===== src/rtl/display_share_arbiter_if.sv =====
// Bundle between the two display requesters and the display share arbiter.
// The master side drives requests and digit codes; the slave side (the arbiter) drives grants and digits.
// Optional blink control is present only when DISP_BLINK_EN is defined.
interface display_share_arbiter_if;
  logic [1:0]  req;
  logic [19:0] dig0;
  logic [19:0] dig1;
`ifdef DISP_BLINK_EN
  logic [1:0]  blink;
`endif
  logic [1:0]  gnt;
  logic        busy;
  logic        owner;
  logic [4:0]  bcd0;
  logic [4:0]  bcd1;
  logic [4:0]  bcd2;
  logic [4:0]  bcd3;

  modport master (
`ifdef DISP_BLINK_EN
    output blink,
`endif
    output req, dig0, dig1,
    input  gnt, busy, owner, bcd0, bcd1, bcd2, bcd3
  );

  modport slave (
`ifdef DISP_BLINK_EN
    input  blink,
`endif
    input  req, dig0, dig1,
    output gnt, busy, owner, bcd0, bcd1, bcd2, bcd3
  );
endinterface


===== src/rtl/display_share_arbiter.sv =====
// Round-robin share of the 4-digit seven-segment display between two requesters, min hold in prescaled ticks.
// Latency: req seen in IDLE -> gnt pulse and new digits 2 edges later; live digit update 1 cycle in SHOW.
// Backpressure: none; a requester simply keeps req high until granted. Optional blink: DISP_BLINK_EN.
module display_share_arbiter #(
  parameter int PRESC_W    = 17,
  parameter int HOLD_TICKS = 8
) (
  input  logic                      i_clk,
  input  logic                      i_rst,
  display_share_arbiter_if.slave    io_disp
);

  localparam logic [1:0] ST_IDLE    = 2'd0;
  localparam logic [1:0] ST_LOAD    = 2'd1;
  localparam logic [1:0] ST_SHOW    = 2'd2;
  localparam logic [4:0] CODE_IDLE  = 5'h1F;
  localparam logic [4:0] CODE_BLANK = 5'h10;
  localparam logic [7:0] HOLD_LAST  = 8'(HOLD_TICKS - 1);

  logic [1:0]         r_state;
  logic [PRESC_W-1:0] r_presc;
  logic [7:0]         r_hold;
  logic               r_last;
  logic               r_owner;
  logic               r_win;
  logic               r_busy;
  logic [1:0]         r_gnt;
  logic [19:0]        r_dig;

  logic               w_tick;
  logic               w_req_own;
  logic               w_req_oth;
  logic               w_expire;
  logic               w_idle_win;
  logic [19:0]        w_win_dig;
  logic [19:0]        w_own_dig;

  assign w_tick     = &r_presc;
  assign w_req_own  = io_disp.req[r_owner];
  assign w_req_oth  = io_disp.req[~r_owner];
  assign w_expire   = w_tick && (r_hold == HOLD_LAST);
  // Both requesting: the one that did not win last time goes next.
  assign w_idle_win = (&io_disp.req) ? ~r_last : io_disp.req[1];
  assign w_win_dig  = r_win   ? io_disp.dig1 : io_disp.dig0;
  assign w_own_dig  = r_owner ? io_disp.dig1 : io_disp.dig0;

  // Free-running prescaler; tick is the all-ones cycle.
  always_ff @(posedge i_clk) begin
    if (i_rst) r_presc <= '0;
    else       r_presc <= r_presc + 1'b1;
  end

  // Ownership FSM: pick, load for one cycle, then show with live update and hold timing.
  always_ff @(posedge i_clk) begin
    if (i_rst) begin
      r_state <= ST_IDLE;
      r_hold  <= '0;
      r_last  <= 1'b1;
      r_owner <= 1'b0;
      r_win   <= 1'b0;
      r_busy  <= 1'b0;
      r_gnt   <= 2'b00;
      r_dig   <= {4{CODE_IDLE}};
    end else begin
      r_gnt <= 2'b00;
      case (r_state)
        ST_IDLE: begin
          r_busy <= 1'b0;
          r_dig  <= {4{CODE_IDLE}};
          if (|io_disp.req) begin
            r_win   <= w_idle_win;
            r_state <= ST_LOAD;
          end
        end
        ST_LOAD: begin
          // Completes regardless of what req does in this cycle.
          r_gnt          <= 2'b00;
          r_gnt[r_win]   <= 1'b1;
          r_owner        <= r_win;
          r_last         <= r_win;
          r_dig          <= w_win_dig;
          r_hold         <= '0;
          r_busy         <= 1'b1;
          r_state        <= ST_SHOW;
        end
        ST_SHOW: begin
          if (!w_req_own) begin
            // Owner release beats a simultaneous hold expiry.
            r_state <= ST_IDLE;
            r_busy  <= 1'b0;
            r_dig   <= {4{CODE_IDLE}};
          end else begin
            r_dig <= w_own_dig;
            if (w_expire) begin
              r_hold <= '0;
              if (w_req_oth) begin
                r_win   <= ~r_owner;
                r_state <= ST_LOAD;
              end
            end else if (w_tick) begin
              r_hold <= r_hold + 8'd1;
            end
          end
        end
        default: begin
          r_state <= ST_IDLE;
          r_busy  <= 1'b0;
          r_dig   <= {4{CODE_IDLE}};
        end
      endcase
    end
  end

  assign io_disp.gnt   = r_gnt;
  assign io_disp.busy  = r_busy;
  assign io_disp.owner = r_owner;

`ifdef DISP_BLINK_EN
  logic r_blink_ph;
  logic w_blank;

  // Blink phase advances on ticks while the owner asks for blinking; restarts on each new grant.
  always_ff @(posedge i_clk) begin
    if (i_rst)                                                     r_blink_ph <= 1'b0;
    else if (r_state == ST_LOAD)                                   r_blink_ph <= 1'b0;
    else if (r_state == ST_SHOW && io_disp.blink[r_owner] && w_tick) r_blink_ph <= ~r_blink_ph;
  end

  assign w_blank      = r_blink_ph && (r_state == ST_SHOW);
  assign io_disp.bcd0 = w_blank ? CODE_BLANK : r_dig[4:0];
  assign io_disp.bcd1 = w_blank ? CODE_BLANK : r_dig[9:5];
  assign io_disp.bcd2 = w_blank ? CODE_BLANK : r_dig[14:10];
  assign io_disp.bcd3 = w_blank ? CODE_BLANK : r_dig[19:15];
`else
  assign io_disp.bcd0 = r_dig[4:0];
  assign io_disp.bcd1 = r_dig[9:5];
  assign io_disp.bcd2 = r_dig[14:10];
  assign io_disp.bcd3 = r_dig[19:15];
`endif

endmodule


===== src/flat_wrapper.sv =====
// flat-port wrapper written by rule: the top's interface ports become plain ports
module display_share_arbiter_flat 
#(
  parameter int PRESC_W    = 17,
  parameter int HOLD_TICKS = 8
)
  (i_clk, i_rst, io_disp_req, io_disp_dig0, io_disp_dig1, io_disp_gnt, io_disp_busy, io_disp_owner, io_disp_bcd0, io_disp_bcd1, io_disp_bcd2, io_disp_bcd3);
  display_share_arbiter_if io_disp_i ();
  input  logic i_clk;
  input  logic i_rst;
  input wire logic [$bits(io_disp_i.req)-1:0] io_disp_req;
  input wire logic [$bits(io_disp_i.dig0)-1:0] io_disp_dig0;
  input wire logic [$bits(io_disp_i.dig1)-1:0] io_disp_dig1;
  output wire logic [$bits(io_disp_i.gnt)-1:0] io_disp_gnt;
  output wire logic [$bits(io_disp_i.busy)-1:0] io_disp_busy;
  output wire logic [$bits(io_disp_i.owner)-1:0] io_disp_owner;
  output wire logic [$bits(io_disp_i.bcd0)-1:0] io_disp_bcd0;
  output wire logic [$bits(io_disp_i.bcd1)-1:0] io_disp_bcd1;
  output wire logic [$bits(io_disp_i.bcd2)-1:0] io_disp_bcd2;
  output wire logic [$bits(io_disp_i.bcd3)-1:0] io_disp_bcd3;
  assign io_disp_i.req = io_disp_req;
  assign io_disp_i.dig0 = io_disp_dig0;
  assign io_disp_i.dig1 = io_disp_dig1;
  assign io_disp_gnt = io_disp_i.gnt;
  assign io_disp_busy = io_disp_i.busy;
  assign io_disp_owner = io_disp_i.owner;
  assign io_disp_bcd0 = io_disp_i.bcd0;
  assign io_disp_bcd1 = io_disp_i.bcd1;
  assign io_disp_bcd2 = io_disp_i.bcd2;
  assign io_disp_bcd3 = io_disp_i.bcd3;
  display_share_arbiter #(.PRESC_W(PRESC_W), .HOLD_TICKS(HOLD_TICKS)) u_core (.i_clk(i_clk), .i_rst(i_rst), .io_disp(io_disp_i));
endmodule

===== config.mk =====
export PLATFORM = sky130hd
export DESIGN_NAME = display_share_arbiter_flat
export DESIGN_NICKNAME = d
export VERILOG_FILES = /design/src/rtl/display_share_arbiter_if.sv /design/src/rtl/display_share_arbiter.sv /design/src/flat_wrapper.sv
export SDC_FILE = /design/constraint.sdc
export NUM_CORES = 1
export LEC_CHECK = 0
export ABC_AREA = 1
export BUFFER_PORTS_ARGS = -buffer_cell sky130_fd_sc_hd__clkbuf_2
export CORE_MARGIN = 4
export CORE_UTILIZATION = 55
export CTS_CLUSTER_DIAMETER = 40
export DETAILED_ROUTE_END_ITERATION = 10
export GPL_TIMING_DRIVEN = 0
export PLACE_DENSITY = 0.84
export SETUP_SLACK_MARGIN = 0.15
export SLEW_MARGIN = 20
export SYNTH_ARGS = -nofsm -noshare
export SYNTH_HDL_FRONTEND = slang
export SYNTH_SLANG_ARGS = --single-unit

===== constraint.sdc =====
create_clock -name i_clk -period 5.26 [get_ports i_clk]
set_input_delay 0.789 -clock i_clk [delete_from_list [all_inputs] [get_ports i_clk]]
set_output_delay 0.789 -clock i_clk [all_outputs]
set_load 0.03 [all_outputs]

==> metrics <==
Row Count=23; Int Power=0.000850 W; YS warnings=0; postcts setup bufs=0; Initial Util=58.7%; sw power=0.000631 W; Avg Inst Size Synth=7.27 um^2; CTS buffer count=5; maximum vdd drop=0.000391 V; Least-Margin Pin Slew=0.451 ns; setup TNS=0 ns; Core ar.=4120 um^2; RSZ-0062 raised after global routing=no; post-DR vias/cell=5.09; layout cell share with drive strength beyond 1=24.6%; gpl congestion=0.891; IO buf count=66; synthesis-stage register bit count=53; Hold Crit Class=reg2reg; number of flops mapped to enable cells by yosys=0; multiplexer share of the synthesized area=0%; status=completed; later-pin clock latency in the skew report=0.31 ns; NumNets Final=456; Post-CTS Hold Fix Bufs=0; via count=2319; drt pass-1 iters=5; Mapped Nets=383; placed inst area=2810 um^2; commonest non-fill, non-tap cell in the layout=nand2_1; CTS resizes=0; ys flop type=dfxtp_1; Cells after Synth=332; Clock Skews=0.00673 ns; register share of total power=36.2%; max frequency=415 MHz; Yosys cell types=31; endpoint class of the critical path=flip-flop; Rel. slew slack=70.0%; first-pass GRT wire length=9.27 mm; Gate power share=44.4%; H-tree levels=2; Slew Viols, Final=0; worst r2r path cells=16; Post-Synth Adder-Cell Area=3.63%; maxcap violations=0; final instance area=2920 um^2; final core occ=71.0%; crit path max fanout=5; dpl hpwl=4.22 mm; Die Y=74.2 um; RR Startpoint=u_core.r_presc[0]$_SDFF_PP0_; vias in the first global route=2253; DIE AREA=5510 um^2; hold endpoint=u_core.r_presc[13]$_SDFF_PP0_; CP arrival=2.65 ns; Post-synth ARST share=0%; WL final=5.40 mm; total global routing track utilization=21.0%; Synth Cell Area=2410 um^2; Sink Count=53; largest family of logic cells by synthesized area=simple AND/OR/NAND/NOR gates; Seq/Total Area, Yosys=44.0%; Pwr Density=507 nW/um^2; final hold violation count=0; Worst setup SP type=flip-flop; maximum number of pins on one net before global-route repair=16; WL per Instance=11.8 um; clock slew seen by the registers of the worst setup and hold paths=0.10 ns; clock buffer depth=2; switching share of total power=42.6%; number of diodes=0; Final Setup Violations=0; number of instances in the placed design=448; reg2reg end=u_core.r_win$_SDFFE_PP0P_; r2r setup slk=2.85 ns; P&R area growth vs syn=21.1%; Hold Path Depth=2; initial antenna violation count=0; Req. time, crit path=5.51 ns; most frequent cells in the layout=nand2_1, clkbuf_2, dfxtp_1; Synth Area in Compound Gates=7.93%; Simple-Gate Fraction of Synth Area=35.6%; Detail Route Antenna Nets=0; Residual DRC=0; Clk network pwr share=19.4%; Finished Layout Cells=456; CTS tree=built; P_leak=1.30 nW; Crit Path Class=reg2reg; Initial DRC Count=157; hold_sp=u_core.r_presc[13]$_SDFF_PP0_; die width=74.2 um; Synth Area in XOR/XNOR=0.726%; period utilization=45.8%; Clock Tree Root=clkbuf_8; gr ovfl total=0; clock period minus worst slack=2.41 ns; hold_ws=0.469 ns; Top Ports=68
power groups by stage:
stage / clock, W / combinational, W / sequential (W)
final: 0.000287 / 0.000658 / 0.000536
after CTS: 0.000292 / 0.000661 / 0.000536
after floorplan: 0 / 0.000316 / 0.000705
after detailed placement: 0 / 0.000654 / 0.000544
after global routing: 0.000306 / 0.000725 / 0.000546
after global placement: 0 / 0.000643 / 0.000539
synthesized netlist by cell type (all sizes together), types with 2 or more instances:
cell,n,area (um^2)
dfxtp,53,1060
a31oi,2,12.5
ha,7,87.6
o21ai,13,72.6
a22oi,3,22.5
or2,2,15.0
nand4,6,37.5
nand3,37,213
buf,6,32.5
nor3,5,51.3
a21oi,16,83.8
nor2,36,155
inv,40,150
clkbuf,4,15.0
nand2,98,373
worst max path at each step:
stage / cells after the start / start / slack, ns / end
floorplan: 15 / u_core.r_presc[0]$_SDFF_PP0_ / 3.23 / u_core.r_win$_SDFFE_PP0P_
detailed placement: 16 / u_core.r_presc[0]$_SDFF_PP0_ / 2.93 / u_core.r_win$_SDFFE_PP0P_
global placement: 15 / u_core.r_presc[0]$_SDFF_PP0_ / 2.99 / u_core.r_win$_SDFFE_PP0P_
global route: 16 / u_core.r_presc[0]$_SDFF_PP0_ / 2.49 / u_core.r_win$_SDFFE_PP0P_
finish: 16 / u_core.r_presc[0]$_SDFF_PP0_ / 2.85 / u_core.r_win$_SDFFE_PP0P_
CTS: 16 / u_core.r_presc[0]$_SDFF_PP0_ / 2.85 / u_core.r_win$_SDFFE_PP0P_
logic make-up after synthesis:
logic type,Yosys count
adders and majority gates,7
xor gates and xnor gates,2
and+or+nand+nor,186
AOI/OAI and AO/OA,34
DFF,53
buffers and inverters,50
per-layer routing:
layer  GRT usage (%)  up-vias  wire length [um]
met1            24.2     1048              2220
met3            5.54        8               352
met5               0        -                 0
met2            38.2       63              2760
met4            5.93        0                69
li1                -     1200                 -
sequential cells by signal, indices dropped and copies added (netlist names):
name,count
u_core.r_win,1
u_core.io_disp.gnt,2
u_core.r_presc,17
u_core.r_hold,8
u_core.r_last,1
u_core.io_disp.busy,1
u_core.r_state,2
u_core.io_disp.owner,1
u_core.r_dig,20
cell type report:
class	instances	area, um^2
well taps	50	62.6
inverters	40	150
multi-input cells	229	1150
fillers	318	1190
clock buffers	7	86.3
plain buffers	10	47.5
flip-flops and latches	53	1060
repair buffers	66	330
clock inverters	1	30.0
worst max-delay path, cell delays in order, from the launching register on:
cell	delay, ns
dfxtp_1	0.37
ha_1	0.18
nand2_1	0.08
nor2_2	0.16
nand3_2	0.15
nor3_4	0.22
nand3_2	0.11
nor2_1	0.11
ha_1	0.19
nand2_1	0.07
nor2_1	0.09
nand2_1	0.08
nand2_2	0.15
nand3_1	0.15
nand2_1	0.10
nand2_1	0.05
nor2_1	0.09
through the flow:
stage / power, W / worst slack [ns]
detailed placement: 0.00120 / 2.93
finish: 0.00148 / 2.85
global placement: 0.00118 / 2.99
CTS: 0.00149 / 2.85
floorplan: 0.00102 / 3.23
global route: 0.00158 / 2.49
Power figures use the tool's default switching activity.
